--- src/rtl/uart_tx.sv ---
// uart_tx: serialises one parallel word per handshake into a start/data/parity/stop frame.
// Each bit lasts the Prescale value latched when the word is accepted.
module uart_tx #(
    parameter int width = 8
) (
    input  logic             CLK,
    input  logic             Reset,
    input  logic [width-1:0] P_Data,
    input  logic             Data_valid,
    input  logic             Parity_EN,
    input  logic             Parity_type,
    input  logic [4:0]       Prescale,
    output logic             TX_OUT,
    output logic             Busy
);
    localparam int BW = width > 1 ? $clog2(width) : 1;
    localparam logic [BW-1:0] LAST = BW'(width - 1);
    typedef enum logic [2:0] {IDLE, START, DATA, PARITY, STOP} state_t;
    state_t state, state_n;
    logic [4:0] edge_cnt, edge_n, pre_r;
    logic [BW-1:0] bit_cnt, bit_n;
    logic [width-1:0] data_r;
    logic par_en_r, par_type_r, accept, bit_end, tx_n;
    assign accept = state == IDLE && Data_valid && !Busy;
    assign bit_end = edge_cnt == pre_r - 5'd1;
    always_comb begin
        state_n = state;
        case (state)
            IDLE:    state_n = accept ? START : IDLE;
            START:   state_n = bit_end ? DATA : START;
            DATA:    state_n = bit_end && bit_cnt == LAST ? (par_en_r ? PARITY : STOP) : DATA;
            PARITY:  state_n = bit_end ? STOP : PARITY;
            STOP:    state_n = bit_end ? IDLE : STOP;
            default: state_n = IDLE;
        endcase
        edge_n = (state_n != state || state == IDLE || bit_end) ? 5'd0 : edge_cnt + 5'd1;
        bit_n = state_n != state ? '0 : (state == DATA && bit_end) ? bit_cnt + BW'(1) : bit_cnt;
        // line value is computed for the upcoming state so TX_OUT can be a plain register
        tx_n = state_n == START ? 1'b0 :
               state_n == DATA ? data_r[bit_n] :
               state_n == PARITY ? (^data_r) ^ par_type_r : 1'b1;
    end
    always_ff @(posedge CLK or negedge Reset) begin
        if (!Reset) begin
            state <= IDLE;
            edge_cnt <= '0;
            bit_cnt <= '0;
            TX_OUT <= 1'b1;
            Busy <= 1'b0;
        end else begin
            state <= state_n;
            edge_cnt <= edge_n;
            bit_cnt <= bit_n;
            TX_OUT <= tx_n;
            Busy <= state_n != IDLE;
        end
    end
    always_ff @(posedge CLK or negedge Reset) begin
        if (!Reset) begin
            data_r <= '0;
            par_en_r <= 1'b0;
            par_type_r <= 1'b0;
            pre_r <= '0;
        end else if (accept) begin
            data_r <= P_Data;
            par_en_r <= Parity_EN;
            par_type_r <= Parity_type;
            pre_r <= Prescale == 5'd0 ? 5'd1 : Prescale;
        end
    end
endmodule

--- config.mk ---
export PLATFORM = sky130hd
export DESIGN_NAME = uart_tx
export DESIGN_NICKNAME = d
export VERILOG_FILES = /design/src/rtl/uart_tx.sv
export SDC_FILE = /design/constraint.sdc
export NUM_CORES = 1
export LEC_CHECK = 0
export BUFFER_PORTS_ARGS = -buffer_cell sky130_fd_sc_hd__buf_2
export CAP_MARGIN = 15
export CORE_ASPECT_RATIO = 1.2
export CORE_UTILIZATION = 45
export CTS_BUF_LIST = sky130_fd_sc_hd__clkbuf_2
export DETAILED_ROUTE_END_ITERATION = 6
export GPL_TIMING_DRIVEN = 0
export PLACE_DENSITY = 0.67
export SLEW_MARGIN = 20
export SYNTH_ARGS = -nofsm -noshare
export SYNTH_HDL_FRONTEND = slang
export SYNTH_SLANG_ARGS = --single-unit
--- constraint.sdc ---
create_clock -name CLK -period 2.4 [get_ports CLK]
set_clock_uncertainty 0.2 [all_clocks]
set_input_delay 0.12 -clock CLK [delete_from_list [all_inputs] [get_ports CLK]]
set_output_delay 0.12 -clock CLK [all_outputs]
set_load 0.05 [all_outputs]
* Word-level counts from Yosys, hierarchy flattened
Cells that the tools add are included.
** Storage, ports and cells
- Register bits :: 28
- Bits of input ports :: 18
- Output and inout port bits :: 2
- Word-level logic and storage cells :: 51
** Operators by class
- Add/sub/neg operators :: 3
- Order comparisons :: 1
- Equality and inequality tests :: 10
- Muxes and demuxes :: 16
- Bitwise gates (word level) :: 1
- Reduce and logical (&&, ||, !) cells :: 11
** Operator list (number)
- 3-bit 2-to-1 mux :: 6
- 3-bit one-hot mux with 5 select lines :: 1
- 3-bit by 2-bit == test with 1-bit output, second input constant :: 4
- 5-bit 2-to-1 mux :: 2
- 8-bit XOR reduction :: 1
- 3-bit by 1-bit == test with 1-bit output, second input constant :: 2
- 3-bit == test, second input constant :: 2
- 5-bit by 1-bit adder with 5-bit output, second input constant :: 1
- 5-bit == test :: 1
- 5-bit logical NOT :: 1
- 1-bit 2-to-1 mux :: 5
- 5-bit by 1-bit subtractor with 5-bit output, second input constant :: 1
- 1-bit logical AND :: 4
- 3-bit by 4-bit < comparator with 1-bit output, second input constant :: 1
- 3-bit by 1-bit adder with 3-bit output, second input constant :: 1
- 1-bit binary-select mux with 3-bit select :: 1
- 3-bit logical NOT :: 1
- 3-bit inequality test :: 1
- 3-bit nonzero test :: 1
- 1-bit logical OR :: 2
- 2-bit 2-to-1 mux :: 1
- 1-bit logical NOT :: 1
- 1-bit bitwise XOR :: 1

* Depth between registers and ports, before layout
Gate-level depths: netlist (run 1).
- Depth after elaboration :: 11
- Gate-level depth with buffers :: 10
- Depth with buffers taken out :: 9

* Worst setup path before layout (run 1)
Ideal clock, no wire load.
- Path type :: reg2reg
- Start :: register pre_r[0]
- End :: register TX_OUT
- Setup time :: 0.090 ns
- Arrival time :: 2.326 ns
- Required time :: 2.110 ns
- Setup slack :: -0.216 ns
- Cell stages (with the launch flop) :: 10
- Path buffers :: 0
- Clock period less this slack :: 2.616 ns
- Path through :: dfrtp_1 -> inv_1 -> ha_1 -> xor2_1 -> nand3_2 -> nor4_4 -> mux2_4 -> mux2_2 -> a32oi_1 -> a211oi_2
** Between the ends
- Word-level cells in the longest chain between the ends :: 11
- Elaborated cells between the ends (all ways) :: 20
- Those cells by class :: 1 x add/sub; 5 x eq/ne; 12 x mux; 2 x reduce/logical
** RTL lines
- from (decl) :: line 20 : logic [4:0] edge_cnt, edge_n, pre_r;
- from (signal assigned) :: line 68 : pre_r <= Prescale == 5'd0 ? 5'd1 : Prescale;
- 5-bit by 1-bit subtractor with 5-bit output * :: line 25 : assign bit_end = edge_cnt == pre_r - 5'd1;
- 5-bit == test * :: line 25
- 1-bit logical AND :: line 31 : DATA: state_n = bit_end && bit_cnt == LAST ? (par_en_r ? PARITY : STOP) : DATA;
- 3-bit 2-to-1 mux :: line 31
- 3-bit one-hot mux with 5 select lines :: line 28 : case (state)
- 3-bit inequality test :: line 37 : bit_n = state_n != state ? '0 : (state == DATA && bit_end) ? bit_cnt + BW'(1) : bit_cnt;
- 3-bit 2-to-1 mux :: line 37
- 1-bit binary-select mux with 3-bit select :: line 40 : state_n == DATA ? data_r[bit_n] :
- 1-bit 2-to-1 mux (not written as such) :: line 40
- 1-bit 2-to-1 mux :: line 40
- 1-bit 2-to-1 mux * :: line 39 : tx_n = state_n == START ? 1'b0 :
- net tx_n :: line 23 : logic par_en_r, par_type_r, accept, bit_end, tx_n;
- to (signal assigned) :: line 54 : TX_OUT <= tx_n;
- to (decl) :: line 13 : output logic TX_OUT,
Mark *: on every way through the listed nets, which the timed path passes. The rest lies on a longest branch. The select of a mux whose other input is x is not followed.
A chain may end at the register's enable or synchronous reset.

* Worst setup path in the final report (run 1)
Ends and elaborated chain as after synthesis.

==> results of run 1 <==
-- layout make-up --
type	instances	area, sq um	area share
flip-flops and latches	28	704.4	0.3262
plain buffers	4	26.28	0.01217
repair buffers	45	330.3	0.1530
clock inverters	1	30.03	0.01390
well taps	37	46.29	0.02144
inverters	4	15.01	0.006952
multi-input cells	101	992.2	0.4594
clock buffers	3	15.01	0.006952
-- sequential cells by signal, indices dropped and copies added, names as in the netlist --
signal,flops
par_type_r,1
state,3
par_en_r,1
edge_cnt,5
pre_r,5
Busy,1
data_r,8
TX_OUT,1
bit_cnt,3
-- power by group through the flow --
stage               Sequential [mW]  Combinational [mW]  Clock, mW
finish                        0.904                1.77      0.286
global route                  0.942                1.91      0.308
CTS                           0.897                1.73      0.297
detailed placement            0.908                1.39          0
global placement              0.899                1.35          0
floorplan                     0.915                1.11          0
-- what timing repair did --
item | in CTS | in global routing
endpoints found under the hold margin | 43 | 0
pin swaps | 13 | 0
resized for setup | 15 | 5
setup buffers | 9 | 1
hold buffers | 16 | 0
endpoints found under the setup margin | 7 | 7
-- through the flow --
stage,utilization,power [mW]
floorplan,-,2.025
global placement,0.5255,2.252
detailed placement,0.5255,2.295
CTS,0.6340,2.923
global route,0.6414,3.160
finish,0.6414,2.958
-- logic make-up after synthesis --
family,after synthesis,share of synthesized area
simple gates,43,0.1650
flops,28,0.4366
xor+xnor,19,0.1214
compound gates,18,0.09805
mux,17,0.1276
buf+inv,8,0.02023
fa+ha+maj,4,0.03113
-- worst paths after layout --
check                                        endpoint  slack (ns)
worst max-delay path                 TX_OUT$_DFF_PN1_       -0.25
worst min-delay path            edge_cnt[0]$_DFF_PN0_        0.05
worst max register to register       TX_OUT$_DFF_PN1_       -0.25
worst min register to register  edge_cnt[0]$_DFF_PN0_        0.37
max in group asynchronous        bit_cnt[0]$_DFF_PN0_        1.51
min in group CLK                 bit_cnt[2]$_DFF_PN0_        0.15
-- per-layer routing --
layer,track usage,vias to the layer above
met5,0,-
met4,0.1128,0
met3,0.02490,10
met2,0.3794,24
met1,0.2359,580
li1,-,596
-- worst max-delay path: stages, from the launching register on --
cell and delay, ns:
dfrtp_1 0.47, buf_4 0.16, nor3_2 0.23, xnor2_2 0.26
nor3_2 0.11, a2111o_1 0.51, a311o_1 0.38, a211oi_2 0.20
a211oi_2 0.09
-- placed cells by master (no fill, tap or decap), types with 4 or more instances in the layout --
cell type / n
dfrtp_1: 25
buf_2: 20
dlygate4sd3_1: 16
mux2_2: 14
xnor2_1: 11
nor2_1: 10
buf_4: 10
nand2_1: 6
clkbuf_2: 5
o21ai_0: 4
==> key figures, run 1 <==
Clock tree
  – CTS Buf Count: 3
  – CTS root buf: clkbuf_2
  – H-tree depth: 1
  – CTS Buffer Depth: 2
  – Clock Latency Late Sink: 0.36 ns
  – Clock transition at path regs: 0.27 ns
  – CTS tree: yes
  – Clock sink count: 28

Die
  – FP Rows: 23
  – Initial Util: 0.4775
  – Die Wd: 56.57 um
  – Die area: 3817 sq um
  – Height of the die: 67.48 um
  – Core area: 3367 sq um
  – I/O pins: 20

Yosys
  – Synth cell types: 45
  – Post-synth EDFFs: 0
  – Syn nets: 159
  – Cell accounting for the most synthesized area: dfrtp_1
  – Top-count cell post-synth: dfrtp_1
  – Seq/Total Area, Yosys: 0.4366
  – Synth top area cells: dfrtp_1 42%, mux2_2 9.8%, xnor2_1 6.5%, ha_1 3.1%, a211oi_2 2.3%
  – Synth top area share: 0.4202
  – Post-Synthesis Cells: 137
  – Syn_area_per_cell: 11.74 sq um
  – Asr flop ratio synth: 1.000
  – Synth top cells by count: 27 x dfrtp_1, 14 x mux2_2, 12 x xnor2_1
  – Ys flop type: dfrtp_1
  – Synth Warn #: 0
  – Syn Std Cell Area: 1608 sq um
  – Post-synthesis register bit count: 28

Job
  – Max-cap violations: 0

Finish
  – Fraction of layout instances using a drive strength above 1: 0.4247
  – # fillers: 260
  – Antenna fix cells: 0
  – Layout Nets: 209
  – Fin cells: 223
  – Area Growth Syn to Fin: 34.32%
  – Fin area: 2160 sq um

STA
  – Worst slew pin tran: 0.6358 ns
  – Relative slew slack: 0.5762
  – Max Fclk: 0.3777 GHz
  – Max Slew Vio Count: 0
  – Setup Viol. Count Final: 2
  – Tmin final: 2.648 ns
  – Setup TNS Final: -0.4482 ns
  – Final Cycle Share: 1.103
  – Worst Slack Setup Final: -0.2477 ns
  – Final hold vios: 0
  – Hold WS: 0.05340 ns
  – RSZ-0062 raised after global routing: true

Placed design
  – Area after DPL: 1769 sq um
  – RePlAce Congestion: 0.8349
  – Final HPWL DP: 2241 um
  – Port-buffer cells: 19
  – Post-Place Worst Slack: -0.4610 ns
  – Post-placement cell count: 193

Route
  – Antenna viol nets, final: 0
  – Residual DRC: 0
  – Met2 routed wirelength: 1878 um
  – Vias per inst: 5.426
  – Final wirelength: 3495 um
  – Initial DRC Count: 12
  – Vias: 1,210
  – Met1 Wirelength: 1449 um
  – WL met3: 68 um
  – WL/cell: 15.67 um
  – Top layer in use: met4
  – Initial DRT Pass Iterations: 6

Global routing
  – Largest net degree at the start of global routing: 29
  – First-pass GRT wire length: 6051 um
  – Number of global-route vias before repair: 1,348
  – GRT Residual Overflow: 0
  – Total GRT Usage: 0.2072
  – Initial antenna violation count: 0

Outcome
  – Violated checks: setup timing
  – Status: finished with violations

Setup path
  – CP Capture Type: flop
  – WP data required: 2.52 ns
  – Crit Reg-Reg Startpoint: pre_r[0]$_DFFE_PN0P_
  – Startpoint Class: flop
  – Worst-path fanout max: 7
  – CP arrival: 2.77 ns
  – Setup CP Type: reg -> reg
  – Worst Setup SP: pre_r[0]$_DFFE_PN0P_
  – Worst r2r path cells: 8

Power and ir drop
  – Sequential share of power: 0.306
  – Clk pwr share: 0.097
  – Switching power share of the total: 0.4227
  – Combinational Power Share: 0.598
  – Sw power: 1.250 mW
  – VDD IR max: 827.6 uV
  – Cell Pwr Density: 1370 nW/um^2
  – Leak Pwr: 0.9141 nW
  – Pint: 1.707 mW

Min path
  – Worst Hold Class: in -> async
Power figures use the tool's default switching activity.
==> inputs of run 2 (changes only) <==
--- a/config.mk
+++ b/config.mk
@@ -8,11 +8,12 @@
 export BUFFER_PORTS_ARGS = -buffer_cell sky130_fd_sc_hd__buf_2
 export CAP_MARGIN = 15
 export CORE_ASPECT_RATIO = 1.2
-export CORE_UTILIZATION = 45
+export CORE_UTILIZATION = 46
 export CTS_BUF_LIST = sky130_fd_sc_hd__clkbuf_2
 export DETAILED_ROUTE_END_ITERATION = 6
+export GPL_ROUTABILITY_DRIVEN = 0
 export GPL_TIMING_DRIVEN = 0
-export PLACE_DENSITY = 0.67
+export PLACE_DENSITY = 0.68
 export SLEW_MARGIN = 20
 export SYNTH_ARGS = -nofsm -noshare
 export SYNTH_HDL_FRONTEND = slang
==> key figures, run 2 (synthesis results as in run 1) <==
Global routing
  – Number of global-route vias before repair: 1,301 (was 1,348)
  – GRT Residual Overflow: 0 (unchanged)
  – Largest net degree at the start of global routing: 29 (unchanged)
  – First-pass GRT wire length: 5782 um (was 6051 um)
  – Initial antenna violation count: 0 (unchanged)
  – Total GRT Usage: 0.2018 (was 0.2072)

Route
  – WL/cell: 15.91 um (was 15.67 um)
  – Vias per inst: 5.529 (was 5.426)
  – Vias: 1,222 (was 1,210)
  – Initial DRC Count: 25 (was 12)
  – Initial DRT Pass Iterations: 4 (was 6)
  – Residual DRC: 0 (unchanged)
  – Final wirelength: 3517 um (was 3495 um)
  – Antenna viol nets, final: 0 (unchanged)

Finish
  – Top reg by flops: data_r (unchanged)
  – Antenna fix cells: 0 (unchanged)
  – Largest register FFs: 8 (unchanged)
  – Layout Nets: 207 (was 209)
  – Largest registers: data_r: 8 flops, edge_cnt: 5 flops, pre_r: 5 flops (unchanged)
  – Commonest non-fill, non-tap cell in the layout: dfrtp_1 (unchanged)
  – Area Growth Syn to Fin: 33.00% (was 34.32%)
  – Multi-input gate area: 987.2 sq um (was 992.2 sq um)
  – Register area: 703.2 sq um (was 704.4 sq um)
  – Fraction of layout instances using a drive strength above 1: 0.4130 (was 0.4247)
  – # fillers: 257 (was 260)
  – Most frequent cells in the layout: 26 x dfrtp_1, 20 x buf_2, 16 x dlygate4sd3_1 (was 25 x dfrtp_1, 20 x buf_2, 16 x dlygate4sd3_1)

Die
  – Die area: 3737 sq um (was 3817 sq um)
  – Height of the die: 66.77 um (was 67.48 um)
  – FP Rows: 23 (unchanged)
  – Core area: 3338 sq um (was 3367 sq um)
  – Die Wd: 55.97 um (was 56.57 um)
  – Initial Util: 0.4816 (was 0.4775)
  – I/O pins: 20 (unchanged)

STA
  – Relative slew slack: 0.5783 (was 0.5762)
  – Setup TNS Final: -0.5021 ns (was -0.4482 ns)
  – Hold WS: 0.03447 ns (was 0.05340 ns)
  – Worst Slack Setup Final: -0.2700 ns (was -0.2477 ns)
  – Setup Viol. Count Final: 2 (unchanged)
  – Final Cycle Share: 1.112 (was 1.103)
  – Tmin final: 2.670 ns (was 2.648 ns)
  – Max Slew Vio Count: 0 (unchanged)
  – Max Fclk: 0.3745 GHz (was 0.3777 GHz)
  – Worst slew pin tran: 0.6326 ns (was 0.6358 ns)
  – RSZ-0062 raised after global routing: true (unchanged)
  – Final hold vios: 0 (unchanged)

Placed design
  – Port-buffer cells: 19 (unchanged)
  – Post-Place Worst Slack: -0.4162 ns (was -0.4610 ns)
  – Final HPWL DP: 2228 um (was 2241 um)

Setup path
  – CP Capture Type: flop (unchanged)
  – CP arrival: 2.79 ns (was 2.77 ns)
  – Slowest CP cell: dfrtp_1 (was a2111o_1)
  – Startpoint Class: flop (unchanged)
  – Setup CP Type: reg -> reg (unchanged)
  – Worst-path fanout max: 6 (was 7)
  – WP data required: 2.52 ns (about the same)
  – CP Cell Sequence: inv_2, ha_4, xor2_4, nand3_4, nor4_4, buf_4, o2111a_1, a2111oi_4, nor4bb_2, a211oi_2 (was buf_4, nor3_2, xnor2_2, nor3_2, a2111o_1, a311o_1, a211oi_2, a211oi_2)
  – CP max stage delay: 0.44 ns (was 0.51 ns)

Outcome
  – Violated checks: setup timing (unchanged)
  – Status: finished with violations (unchanged)

Min path
  – Worst Hold Class: in -> async (unchanged)

Clock tree
  – Clock sink count: 28 (unchanged)
  – CTS tree: yes (unchanged)
  – CTS Buf Count: 3 (unchanged)
  – Clock transition at path regs: 0.29 ns (was 0.27 ns)
  – H-tree depth: 1 (unchanged)
  – CTS Buffer Depth: 2 (unchanged)
  – Clock Latency Late Sink: 0.38 ns (was 0.36 ns)
  – CTS root buf: clkbuf_2 (unchanged)

Power and ir drop
  – VDD IR max: 975.1 uV (was 827.6 uV)
  – Cell Pwr Density: 1397 nW/um^2 (was 1370 nW/um^2)
  – Leak Pwr: 0.9038 nW (was 0.9141 nW)

Job
  – Max-cap violations: 0 (unchanged)
==> run 2: report_power, final <==
group	internal (mW)	switching [mW]	total (mW)
Clock	0.143	0.146	0.289
Sequential	0.678	0.229	0.907
Combinational	0.893	0.899	1.79
Total	1.71	1.27	2.99
==> run 2: worst paths after layout <==
kind	depth (start not counted)	slack [ns]	end	startpoint
setup / recovery	10	-0.27	TX_OUT$_DFF_PN1_	pre_r[1]$_DFFE_PN0P_
max in group asynchronous	2	1.54	bit_cnt[0]$_DFF_PN0_	Reset
setup reg to reg	10	-0.27	TX_OUT$_DFF_PN1_	pre_r[1]$_DFFE_PN0P_
hold reg to reg	1	0.33	edge_cnt[0]$_DFF_PN0_	edge_cnt[0]$_DFF_PN0_
min in group CLK	4	0.15	bit_cnt[0]$_DFF_PN0_	Data_valid
hold / removal	2	0.03	edge_cnt[3]$_DFF_PN0_	Reset
==> run 2: layer usage <==
layer  wire (um)  track usage  vias to the layer above  part of all wire
met2        1967       0.3795                       22              0.56
met3          56      0.02330                       12             0.016
met1        1375       0.2261                      597              0.39
met5           0            0                        -                 0
met4         118      0.09756                        0             0.034
li1            -            -                      591                 -
==> run 2: metrics by stage <==
| step | instance area [sq um] | instances | total power, mW | utilization |
|---|---|---|---|---|
| 2_1_floorplan | 1628 | 137 | 2.025 | - |
| 6_report | 2138 | 221 | 2.988 | 0.6406 |
| 4_1_cts | 2108 | 221 | 2.866 | 0.6316 |
| 3_5_place_dp | 1769 | 193 | 2.293 | 0.5300 |
| 5_1_grt | 2138 | 221 | 3.174 | 0.6406 |
| 3_3_place_gp | 1769 | 193 | 2.255 | 0.5300 |
==> run 2: final cells by class <==
cell class              instances  share of cell area
flip-flops and latches         28              0.3288
clock inverters                 1             0.01404
well taps                      37             0.02165
plain buffers                   4             0.01229
clock buffers                   3            0.007022
multi-input cells             101              0.4617
repair buffers                 43              0.1475
inverters                       4            0.007022
==> run 2: critical path: cells and delay by family (launching register included) <==
kind | cells | cell delay (ns)
flip-flops | 1 | 0.44
XOR/XNOR | 1 | 0.19
adder cells (fa/ha/maj) | 1 | 0.29
buffers and inverters | 2 | 0.27
AO/OA/AOI/OAI | 3 | 0.37
AND/OR/NAND/NOR | 3 | 0.84
==> run 2: what timing repair did <==
item                                    CTS  global route
hold buffers                             16             0
pin swaps                                14             0
buffers inserted                          8             0
endpoints found under the setup margin    7             5
resized for setup                        13             6
endpoints found under the hold margin    43             0
